[src/rtl/cr_pkg.sv]
// Shared constants, state encodings and state-class helpers for the CALL/RET/RETI sequencer.
package cr_pkg;

    localparam int WORD_W = 16;
    localparam int PC_W   = 2 * WORD_W;
    localparam int SP_W   = 20;

    localparam logic [SP_W-1:0] SP_INIT    = 20'hFFFFF;
    localparam logic [PC_W-1:0] INT_VECTOR = 32'h0000_0020;

    typedef logic [3:0] state_t;

    localparam state_t S_IDLE    = 4'd0;
    localparam state_t S_PUSH_F  = 4'd1;
    localparam state_t S_PUSH_HI = 4'd2;
    localparam state_t S_PUSH_LO = 4'd3;
    localparam state_t S_POP_LO  = 4'd4;
    localparam state_t S_POP_HI  = 4'd5;
    localparam state_t S_POP_F   = 4'd6;
    localparam state_t S_CAP     = 4'd7;
    localparam state_t S_REDIR   = 4'd8;

    // Destination of the word that arrives one cycle after a pop grant.
    typedef enum logic [1:0] {RD_LO, RD_HI, RD_FLAGS} rd_dst_t;

    function automatic logic is_push_st(state_t s);
        return (s == S_PUSH_F) || (s == S_PUSH_HI) || (s == S_PUSH_LO);
    endfunction

    function automatic logic is_pop_st(state_t s);
        return (s == S_POP_LO) || (s == S_POP_HI) || (s == S_POP_F);
    endfunction

endpackage

[src/rtl/call_ret_sequencer_if.sv]
// Data-memory port shared between the sequencer (master) and the memory arbiter (slave).
interface call_ret_sequencer_if;
    import cr_pkg::*;

    logic              mem_req;
    logic              mem_we;
    logic [SP_W-1:0]   mem_addr;
    logic [WORD_W-1:0] mem_wdata;
    logic              mem_gnt;
    logic [WORD_W-1:0] mem_rdata;

    modport master (output mem_req, mem_we, mem_addr, mem_wdata,
                    input  mem_gnt, mem_rdata);
    modport slave  (input  mem_req, mem_we, mem_addr, mem_wdata,
                    output mem_gnt, mem_rdata);
endinterface

[src/rtl/stack_ptr_unit.sv]
// Stack pointer register: post-decrement on push, pre-increment on pop, modulo 2^SP_W,
// with a sticky error flag for push at 0 or pop at SP_INIT.
module stack_ptr_unit
    import cr_pkg::*;
(
    input  logic            clk,
    input  logic            rst,
    input  logic            inc,
    input  logic            dec,
    output logic [SP_W-1:0] sp,
    output logic [SP_W-1:0] sp_plus1,
    output logic            err
);

    logic [SP_W-1:0] sp_d, sp_q;
    logic            err_d, err_q;

    always_comb begin
        sp_d  = sp_q;
        err_d = err_q;
        if (inc) begin
            sp_d = sp_q + SP_W'(1);
            if (sp_q == SP_INIT) err_d = 1'b1;
        end else if (dec) begin
            sp_d = sp_q - SP_W'(1);
            if (sp_q == '0) err_d = 1'b1;
        end
    end

    always_ff @(posedge clk) begin
        if (rst) begin
            sp_q  <= SP_INIT;
            err_q <= 1'b0;
        end else begin
            sp_q  <= sp_d;
            err_q <= err_d;
        end
    end

    assign sp       = sp_q;
    assign sp_plus1 = sp_q + SP_W'(1);
    assign err      = err_q;

endmodule

[src/rtl/call_ret_sequencer.sv]
// CALL/RET/RETI stack sequencer; interrupt entry is built only when CALLRET_INTR_EN is defined.
module call_ret_sequencer
    import cr_pkg::*;
(
    input  logic                  clk,
    input  logic                  rst,
    input  logic                  call_req,
    input  logic                  ret_req,
    input  logic                  reti_req,
    input  logic [PC_W-1:0]       call_target,
    input  logic [PC_W-1:0]       ret_pc,
    input  logic [WORD_W-1:0]     flags_in,
    input  logic                  intr_req,
    call_ret_sequencer_if.master  mem,
    output logic                  stall,
    output logic                  pc_load,
    output logic [PC_W-1:0]       pc_next,
    output logic                  flags_load,
    output logic [WORD_W-1:0]     flags_out,
    output logic                  intr_ack,
    output logic [SP_W-1:0]       sp,
    output logic                  stack_err
);

    state_t            state_d, state_q;
    logic [PC_W-1:0]   tgt_d, tgt_q;
    logic [PC_W-1:0]   ret_d, ret_q;
    logic [WORD_W-1:0] flags_d, flags_q;
    logic              reti_d, reti_q;
    logic              rd_pend_d, rd_pend_q;
    rd_dst_t           rd_dst_d, rd_dst_q;

    logic              intr_go, idle, accept, is_push, is_pop, gnt_push, gnt_pop;
    logic [SP_W-1:0]   sp_plus1;

`ifdef CALLRET_INTR_EN
    assign intr_go = intr_req;
`else
    logic unused_intr;
    assign unused_intr = intr_req;
    assign intr_go     = 1'b0;
`endif

    assign idle     = (state_q == S_IDLE);
    assign accept   = idle && !rst && (intr_go || call_req || ret_req || reti_req);
    assign stall    = !idle || accept;
    assign is_push  = is_push_st(state_q);
    assign is_pop   = is_pop_st(state_q);
    assign gnt_push = is_push && mem.mem_gnt && !rst;
    assign gnt_pop  = is_pop && mem.mem_gnt && !rst;

    stack_ptr_unit u_sp (
        .clk      (clk),
        .rst      (rst),
        .inc      (gnt_pop),
        .dec      (gnt_push),
        .sp       (sp),
        .sp_plus1 (sp_plus1),
        .err      (stack_err)
    );

    // Memory outputs depend only on state and sp, so they hold steady while waiting for a grant.
    assign mem.mem_req  = (is_push || is_pop) && !rst;
    assign mem.mem_we   = is_push;
    assign mem.mem_addr = is_pop ? sp_plus1 : (is_push ? sp : '0);

    always_comb begin
        case (state_q)
            S_PUSH_F:  mem.mem_wdata = flags_q;
            S_PUSH_HI: mem.mem_wdata = ret_q[PC_W-1:WORD_W];
            S_PUSH_LO: mem.mem_wdata = ret_q[WORD_W-1:0];
            default:   mem.mem_wdata = '0;
        endcase
    end

    always_comb begin
        state_d   = state_q;
        tgt_d     = tgt_q;
        ret_d     = ret_q;
        flags_d   = flags_q;
        reti_d    = reti_q;
        rd_dst_d  = rd_dst_q;
        rd_pend_d = gnt_pop;

        if (rd_pend_q) begin
            case (rd_dst_q)
                RD_LO:   tgt_d[WORD_W-1:0]    = mem.mem_rdata;
                RD_HI:   tgt_d[PC_W-1:WORD_W] = mem.mem_rdata;
                default: flags_d              = mem.mem_rdata;
            endcase
        end

        case (state_q)
            S_IDLE: begin
                if (accept) begin
                    ret_d   = ret_pc;
                    flags_d = flags_in;
                    tgt_d   = call_target;
                    reti_d  = 1'b0;
                    if (intr_go) begin
                        tgt_d   = INT_VECTOR;
                        state_d = S_PUSH_F;
                    end else if (call_req) begin
                        state_d = S_PUSH_HI;
                    end else begin
                        reti_d  = !ret_req;
                        state_d = S_POP_LO;
                    end
                end
            end
            S_PUSH_F:  if (mem.mem_gnt) state_d = S_PUSH_HI;
            S_PUSH_HI: if (mem.mem_gnt) state_d = S_PUSH_LO;
            S_PUSH_LO: if (mem.mem_gnt) state_d = S_REDIR;
            S_POP_LO: begin
                if (mem.mem_gnt) begin
                    rd_dst_d = RD_LO;
                    state_d  = S_POP_HI;
                end
            end
            S_POP_HI: begin
                if (mem.mem_gnt) begin
                    rd_dst_d = RD_HI;
                    state_d  = reti_q ? S_POP_F : S_CAP;
                end
            end
            S_POP_F: begin
                if (mem.mem_gnt) begin
                    rd_dst_d = RD_FLAGS;
                    state_d  = S_CAP;
                end
            end
            S_CAP:   state_d = S_REDIR;
            default: state_d = S_IDLE;
        endcase
    end

    always_ff @(posedge clk) begin
        if (rst) begin
            state_q   <= S_IDLE;
            tgt_q     <= '0;
            ret_q     <= '0;
            flags_q   <= '0;
            reti_q    <= 1'b0;
            rd_pend_q <= 1'b0;
            rd_dst_q  <= RD_LO;
        end else begin
            state_q   <= state_d;
            tgt_q     <= tgt_d;
            ret_q     <= ret_d;
            flags_q   <= flags_d;
            reti_q    <= reti_d;
            rd_pend_q <= rd_pend_d;
            rd_dst_q  <= rd_dst_d;
        end
    end

    assign pc_load    = (state_q == S_REDIR) && !rst;
    assign pc_next    = pc_load ? tgt_q : '0;
    assign flags_load = pc_load && reti_q;
    assign flags_out  = flags_load ? flags_q : '0;
    assign intr_ack   = accept && intr_go;

endmodule

[src/flat_wrapper.sv]
// flat-port wrapper written by rule: the top's interface ports become plain ports
module call_ret_sequencer_flat import cr_pkg::*;
  (clk, rst, call_req, ret_req, reti_req, call_target, ret_pc, flags_in, intr_req, stall, pc_load, pc_next, flags_load, flags_out, intr_ack, sp, stack_err, mem_mem_req, mem_mem_we, mem_mem_addr, mem_mem_wdata, mem_mem_gnt, mem_mem_rdata);
  call_ret_sequencer_if mem_i ();
  input  logic clk;
  input  logic rst;
  input  logic call_req;
  input  logic ret_req;
  input  logic reti_req;
  input  logic [PC_W-1:0] call_target;
  input  logic [PC_W-1:0] ret_pc;
  input  logic [WORD_W-1:0] flags_in;
  input  logic intr_req;
  output logic stall;
  output logic pc_load;
  output logic [PC_W-1:0] pc_next;
  output logic flags_load;
  output logic [WORD_W-1:0] flags_out;
  output logic intr_ack;
  output logic [SP_W-1:0] sp;
  output logic stack_err;
  output wire logic [$bits(mem_i.mem_req)-1:0] mem_mem_req;
  output wire logic [$bits(mem_i.mem_we)-1:0] mem_mem_we;
  output wire logic [$bits(mem_i.mem_addr)-1:0] mem_mem_addr;
  output wire logic [$bits(mem_i.mem_wdata)-1:0] mem_mem_wdata;
  input wire logic [$bits(mem_i.mem_gnt)-1:0] mem_mem_gnt;
  input wire logic [$bits(mem_i.mem_rdata)-1:0] mem_mem_rdata;
  assign mem_mem_req = mem_i.mem_req;
  assign mem_mem_we = mem_i.mem_we;
  assign mem_mem_addr = mem_i.mem_addr;
  assign mem_mem_wdata = mem_i.mem_wdata;
  assign mem_i.mem_gnt = mem_mem_gnt;
  assign mem_i.mem_rdata = mem_mem_rdata;
  call_ret_sequencer u_core (.clk(clk), .rst(rst), .call_req(call_req), .ret_req(ret_req), .reti_req(reti_req), .call_target(call_target), .ret_pc(ret_pc), .flags_in(flags_in), .intr_req(intr_req), .mem(mem_i), .stall(stall), .pc_load(pc_load), .pc_next(pc_next), .flags_load(flags_load), .flags_out(flags_out), .intr_ack(intr_ack), .sp(sp), .stack_err(stack_err));
endmodule
[config.mk]
export PLATFORM = sky130hd
export DESIGN_NAME = call_ret_sequencer_flat
export DESIGN_NICKNAME = d
export VERILOG_FILES = /design/src/rtl/cr_pkg.sv /design/src/rtl/call_ret_sequencer_if.sv /design/src/rtl/stack_ptr_unit.sv /design/src/rtl/call_ret_sequencer.sv /design/src/flat_wrapper.sv
export SDC_FILE = /design/constraint.sdc
export NUM_CORES = 1
export LEC_CHECK = 0
export ABC_CLOCK_PERIOD_IN_PS = 6100
export BUFFER_PORTS_ARGS = -buffer_cell sky130_fd_sc_hd__buf_2
export CORE_MARGIN = 1.5
export CORE_UTILIZATION = 40
export CTS_CLUSTER_SIZE = 25
export DETAILED_ROUTE_END_ITERATION = 8
export PLACE_DENSITY = 0.64
export SYNTH_ARGS = -nofsm -noshare
export SYNTH_HDL_FRONTEND = slang
export SYNTH_HIERARCHICAL = 1
export SYNTH_SLANG_ARGS = --single-unit
[constraint.sdc]
create_clock -name clk -period 6.1 [get_ports clk]
set_input_delay 0.61 -clock clk [delete_from_list [all_inputs] [get_ports clk]]
set_output_delay 0.61 -clock clk [all_outputs]
set_load 0.01 [all_outputs]
# Yosys cells after proc, flatten, opt, wreduce, memory -nomap -nowiden

Cells that the tools add are included.

Bits in registers: 109
Input bits: 103
Output and inout port bits: 111
Logic and storage cells: 95

$add $sub $neg: 2
Equal/unequal tests: 18
Multiplexer cells: 35
Reductions and logical operators: 31

Operators with widths:

| operator                | count |
|---|---|
| $mux W32                | 4 |
| $mux W16                | 7 |
| $mux W20                | 4 |
| $pmux W16 S3            | 1 |
| $pmux W4 S8             | 1 |
| $mux W4                 | 7 |
| $add A20 B1 Y20 const B | 1 |
| $eq A20 B20 Y1 const B  | 1 |
| $logic_not A20 Y1       | 1 |
| $sub A20 B1 Y20 const B | 1 |
| $eq A4 B3 Y1 const B    | 4 |
| $ne A2 B2 Y1 const B    | 8 |
| $logic_and A1 B1 Y1     | 9 |
| $eq A4 B2 Y1 const B    | 2 |
| $logic_or A1 B1 Y1      | 8 |
| $reduce_and A7 Y1       | 1 |
| $mux W1                 | 6 |
| $mux W2                 | 3 |
| $pmux W2 S3             | 1 |
| $eq A4 B1 Y1 const B    | 1 |
| $eq A4 B4 Y1 const B    | 1 |
| $logic_not A4 Y1        | 1 |
| $reduce_and A4 Y1       | 1 |
| $reduce_bool A2 Y1      | 2 |
| 8 further kinds         | 10 |

# Depth between registers and ports, before layout

Depth after elaboration: 7
Depth in mapped cells: 11
Depth with buffers taken out: 8

# Cells and area by module

The synthesis kept the hierarchy.

By module, submodules not included:

| module             | times used | cells each | area each (um2) |
|---|---|---|---|
| call_ret_sequencer | 1          | 548        | 4738.3 |
| stack_ptr_unit     | 1          | 205        | 1639.1 |

# Worst setup path after synthesis

No wires, ideal clock.

Kind: input to register
Start point: in rst
End point: reg u_core.u_sp.sp_q[6] (netlist: u_core/u_sp/sp[6])
Data arrival time: 2.922 ns
Required time: 5.977 ns
Slack: 3.054 ns
Stages: 8
Path buffers: 2
Cells stage by stage: clkbuf_1 > clkbuf_1 > nor4b_1 > nand4bb_1 > or4_2 > nand2_1 > xor2_1 > or2_2

Word-level cells in the longest chain between the ends: 3
Elaborated cells on any way between the ends: 5
Those cells by class: mux (1); reduce/logical (4)

Ends and longest elaborated chain:

| what                         | line                     | text |
|---|---|---|
| start: declaration           | flat_wrapper.sv:6        | `input logic rst;` |
| $logic_not A1 Y1             | call_ret_sequencer.sv:49 | `assign gnt_push = is_push && mem.mem_gnt && !rst;` |
| $logic_and A1 B1 Y1          | call_ret_sequencer.sv:49 |  |
| net u_core.gnt_push          | call_ret_sequencer.sv:33 | `logic intr_go, idle, accept, is_push, is_pop, gnt_push, gnt_pop;` |
| $reduce_bool A2 Y1 (no line) | -                        |  |
| end signal: assignment       | stack_ptr_unit.sv:35     | `sp_q <= sp_d;` |
| end: declaration             | stack_ptr_unit.sv:15     | `logic [SP_W-1:0] sp_d, sp_q;` |

The timed path passes the listed nets, and every way through them passes these cells.
A chain may end at the register's enable or synchronous reset.

# Worst setup path after layout

Start point: reg u_core.state_q[0]
End point: reg u_core.u_sp.sp_q[6] (netlist: u_core/u_sp/sp[6])

Word-level cells in the longest chain between the ends: 6
Elaborated cells on any way between the ends: 16
Those cells by class: eq/ne (6); mux (1); reduce/logical (9)

Ends and longest elaborated chain:

| what                                           | line                      | text |
|---|---|---|
| start: declaration                             | call_ret_sequencer.sv:25  | `state_t state_d, state_q;` |
| start signal: assignment                       | call_ret_sequencer.sv:147 | `state_q <= state_d;` |
| $eq A4 B3 Y1                                   | cr_pkg.sv:31              | `return (s == S_POP_LO) \|\| (s == S_POP_HI) \|\| (s == S_POP_F);` |
| $logic_or A1 B1 Y1                             | cr_pkg.sv:31              |  |
| $logic_or A1 B1 Y1 *                           | cr_pkg.sv:31              |  |
| $logic_and A1 B1 Y1 * (2 in series)            | call_ret_sequencer.sv:50  | `assign gnt_pop = is_pop && mem.mem_gnt && !rst;` |
| net u_core.gnt_pop                             | call_ret_sequencer.sv:33  |  |
| $mux W20 or $reduce_bool A2 Y1 (tied branches) | -                         |  |

The timed path passes the listed nets; every way through them passes the cells marked *.

==> metrics <==
Hold WC Path Type=input pin to flip-flop; vias=slightly below 6000; postcts setup bufs=0; Max Fclk=around 270 MHz; Gate Count Post-Synth=between 700 and 800; Ys Warns=6; startpoint types=flip-flop; prevailing post-synth register cell=dfxtp_1; slowest cell delay on critical path=slightly above 1000 ps; RSZ-0062 raised after global routing=no; row cnt=45; critical-path cell list=nand2_1 -> nor3b_2 -> buf_4 -> and3b_1 -> nand4bb_1 -> or4_2 -> nand2_1 -> xor2_1 -> or2_2; WL/cell=around 16 um; Max Cap Viol=0; die area=around 17000 um^2; period utilization=59.6%; Final Util=around half; Max Root-Sink Buffers=2; final hold vios=0; Die W=around 130 um; clock period minus worst slack=3640 ps; Slew @ Worst Pin=between 1000 and 1500 ps; synthesized area=roughly 6400 um^2; kind of critical path=flip-flop to flip-flop; Total Power=3450 uW; status=completed; Core ar.=15400 um^2; Via density=about 5.2; Clock Sinks=roughly 110; Post-synth EDFFs=0; post-CTS resize count=0; Critical Path Most Common Cell=nand2_1; most frequent cells in the layout=buf_2, dfxtp_1, nand2_1, mux2i_1; Syn Nets=between 800 and 900; initial antenna violation count=1; layout cells sized above 1=around 30%; pwr/cell area=about 450 nW/um^2; WP buf/inv=1; I/O pin count=214; sequential share of the synthesized area=between 30 and 40%; synthesis-stage register bit count=around 110; global route overflow=0; IO Port Bufs=211; Worst-Skew Late Latency=360 ps; area growth from synthesis to layout=21.7%; Total Routing Usage GR=21.4%; CTS Hold Bufs=0; Fin Setup TNS=0 ps; worst setup path end=u_core/u_sp/sp[6]; Final Max Slew Viols=0; Worst EP required=~6300 ps; Async SR Flop Fraction=0%; slew margin rel.=around 30%; R2R depth=9; Leakage Power=0.00364 uW; instance count on the critical path=9; post-route setup slack=between 2000 and 2500 ps; vias in the first global route=5337; most common cell after layout, fill and taps aside=buf_2; Critical Path AT=between 3000 and 4000 ps; Worst R2R Start=u_core/state_q[0]; Die Height=around 130 um; worst vdd rail ir drop=~0.28 mV; largest net degree at the start of global routing=142; Crit. End Element=flip-flop; ANT nets after route=0; clock skew=between 8 and 9 ps; reg2reg end=u_core/u_sp/sp[6]; CTS tree=yes; NumNets Final=between 1000 and 1500; reg-to-reg slack, setup=between 2000 and 2500 ps; WL final=around 18000 um; post-detail-place hpwl=12800 um; critical path's top delay family=simple AND/OR/NAND/NOR gates; GP Congestion=around 0.86; Clock Tree Root=clkbuf_16; DRT iter0 DRCs=314; CP Max Fanout=26; pre-CTS worst setup slack=2520 ps; final setup vio count=0; DRC violations left=0; DR pass1 iterations=4; Crit. Startpoint=u_core/state_q[0]; Clock Pin Slew Worst Setup and Hold Paths=around 80 ps; total CTS buffers=9; H-tree Lvls=3; first-pass GRT wire length=~28000 um; Synth Area per Inst=about 8.5 um^2; cell at the slowest stage of the critical path=dfxtp_1; synth unique cells=63; Initial Util=about two fifths
state kept, by name, indices dropped and copies added (netlist names):
register and count:
u_core/reti_q 1, u_core/ret_q 32, u_core/u_sp/err 1, u_core/flags_q 16
u_core/u_sp/sp 20, u_core/rd_dst_q 2, u_core/state_q 4, u_core/rd_pend_q 1
u_core/tgt_q 32
per-stage QoR:
step	instance area, um^2	hold slack [ps]	std cells
floorplan	6380	439	753
global placement	7440	449	1115
detailed placement	7440	451	1115
CTS	7760	424	1130
global route	7760	440	1131
finish	7760	444	1131
where the power goes:
group          total (uW)  internal (uW)  switching (uW)
clock                 639            362             277
sequential           1160            951             205
combinational        1660            739             922
total                3450           2050            1400
layer usage:
layer / vias to the layer above / track usage [%] / part of all wire, %
li1: 2953 / - / -
met1: 2736 / 26.5 / 44
met2: 175 / 37.8 / 49
met3: 14 / 4.67 / 6.0
met4: 0 / 5.42 / 1.1
met5: - / 0 / 0
worst min path at each step:
| stage | startpoint | end | slack [ps] | cells past startpoint |
|---|---|---|---|---|
| 4_1_cts | flags_in[10] | u_core/flags_q[10] | 420 | 3 |
| 3_5_place_dp | u_core/ret_q[10] | u_core/ret_q[10] | 450 | 2 |
| 3_3_place_gp | u_core/ret_q[5] | u_core/ret_q[5] | 450 | 2 |
| 6_report | flags_in[7] | u_core/flags_q[7] | 440 | 3 |
| 5_1_grt | flags_in[7] | u_core/flags_q[7] | 440 | 3 |
| 2_1_floorplan | u_core/ret_q[10] | u_core/ret_q[10] | 440 | 2 |
cells by family (layout without fill, tap and decap cells):
family | after synthesis | in the layout | synth area share [%]
flops | 109 | 109 | 34.2
other cells | 1 | 2 | 0.0588
compound gates | 151 | 151 | 16.6
mux | 73 | 73 | 11.9
buf+inv | 77 | 243 | 6.04
xor+xnor | 32 | 32 | 4.39
fa+ha+maj | 3 | 3 | 0.589
simple gates | 307 | 307 | 26.2
Yosys cell counts (all sizes together) (16+ instances only):
master | n | area [um^2]
nor2 | 38 | 143
nand2 | 100 | 378
and2 | 51 | 319
nand2b | 50 | 313
a22o | 20 | 175
mux2i | 54 | 541
xnor2 | 23 | 201
clkbuf | 29 | 109
o31ai | 48 | 360
a22oi | 16 | 120
mux2 | 19 | 218
o21ai | 39 | 195
buf | 41 | 250
dfxtp | 109 | 2180
layout make-up:
type                       instances  area (um^2)
inverter                           7         26.3
clock inverter                     6         96.3
tap                              211          264
timing repair buffer             221         1150
clock buffer                       9          225
sequential                       109         2180
fill                            1480         7610
multi-input combinational        567         3820
antenna                            1         2.50
worst register-to-register path, stage by stage (launching register included):
cell       delay (ps)
dfxtp_1          1010
nand2_1           200
nor3b_2           220
buf_4             220
and3b_1           430
nand4bb_1         400
or4_2             610
nand2_1           110
xor2_1             60
or2_2             270
No activity file was read; power rests on OpenSTA's default activity.
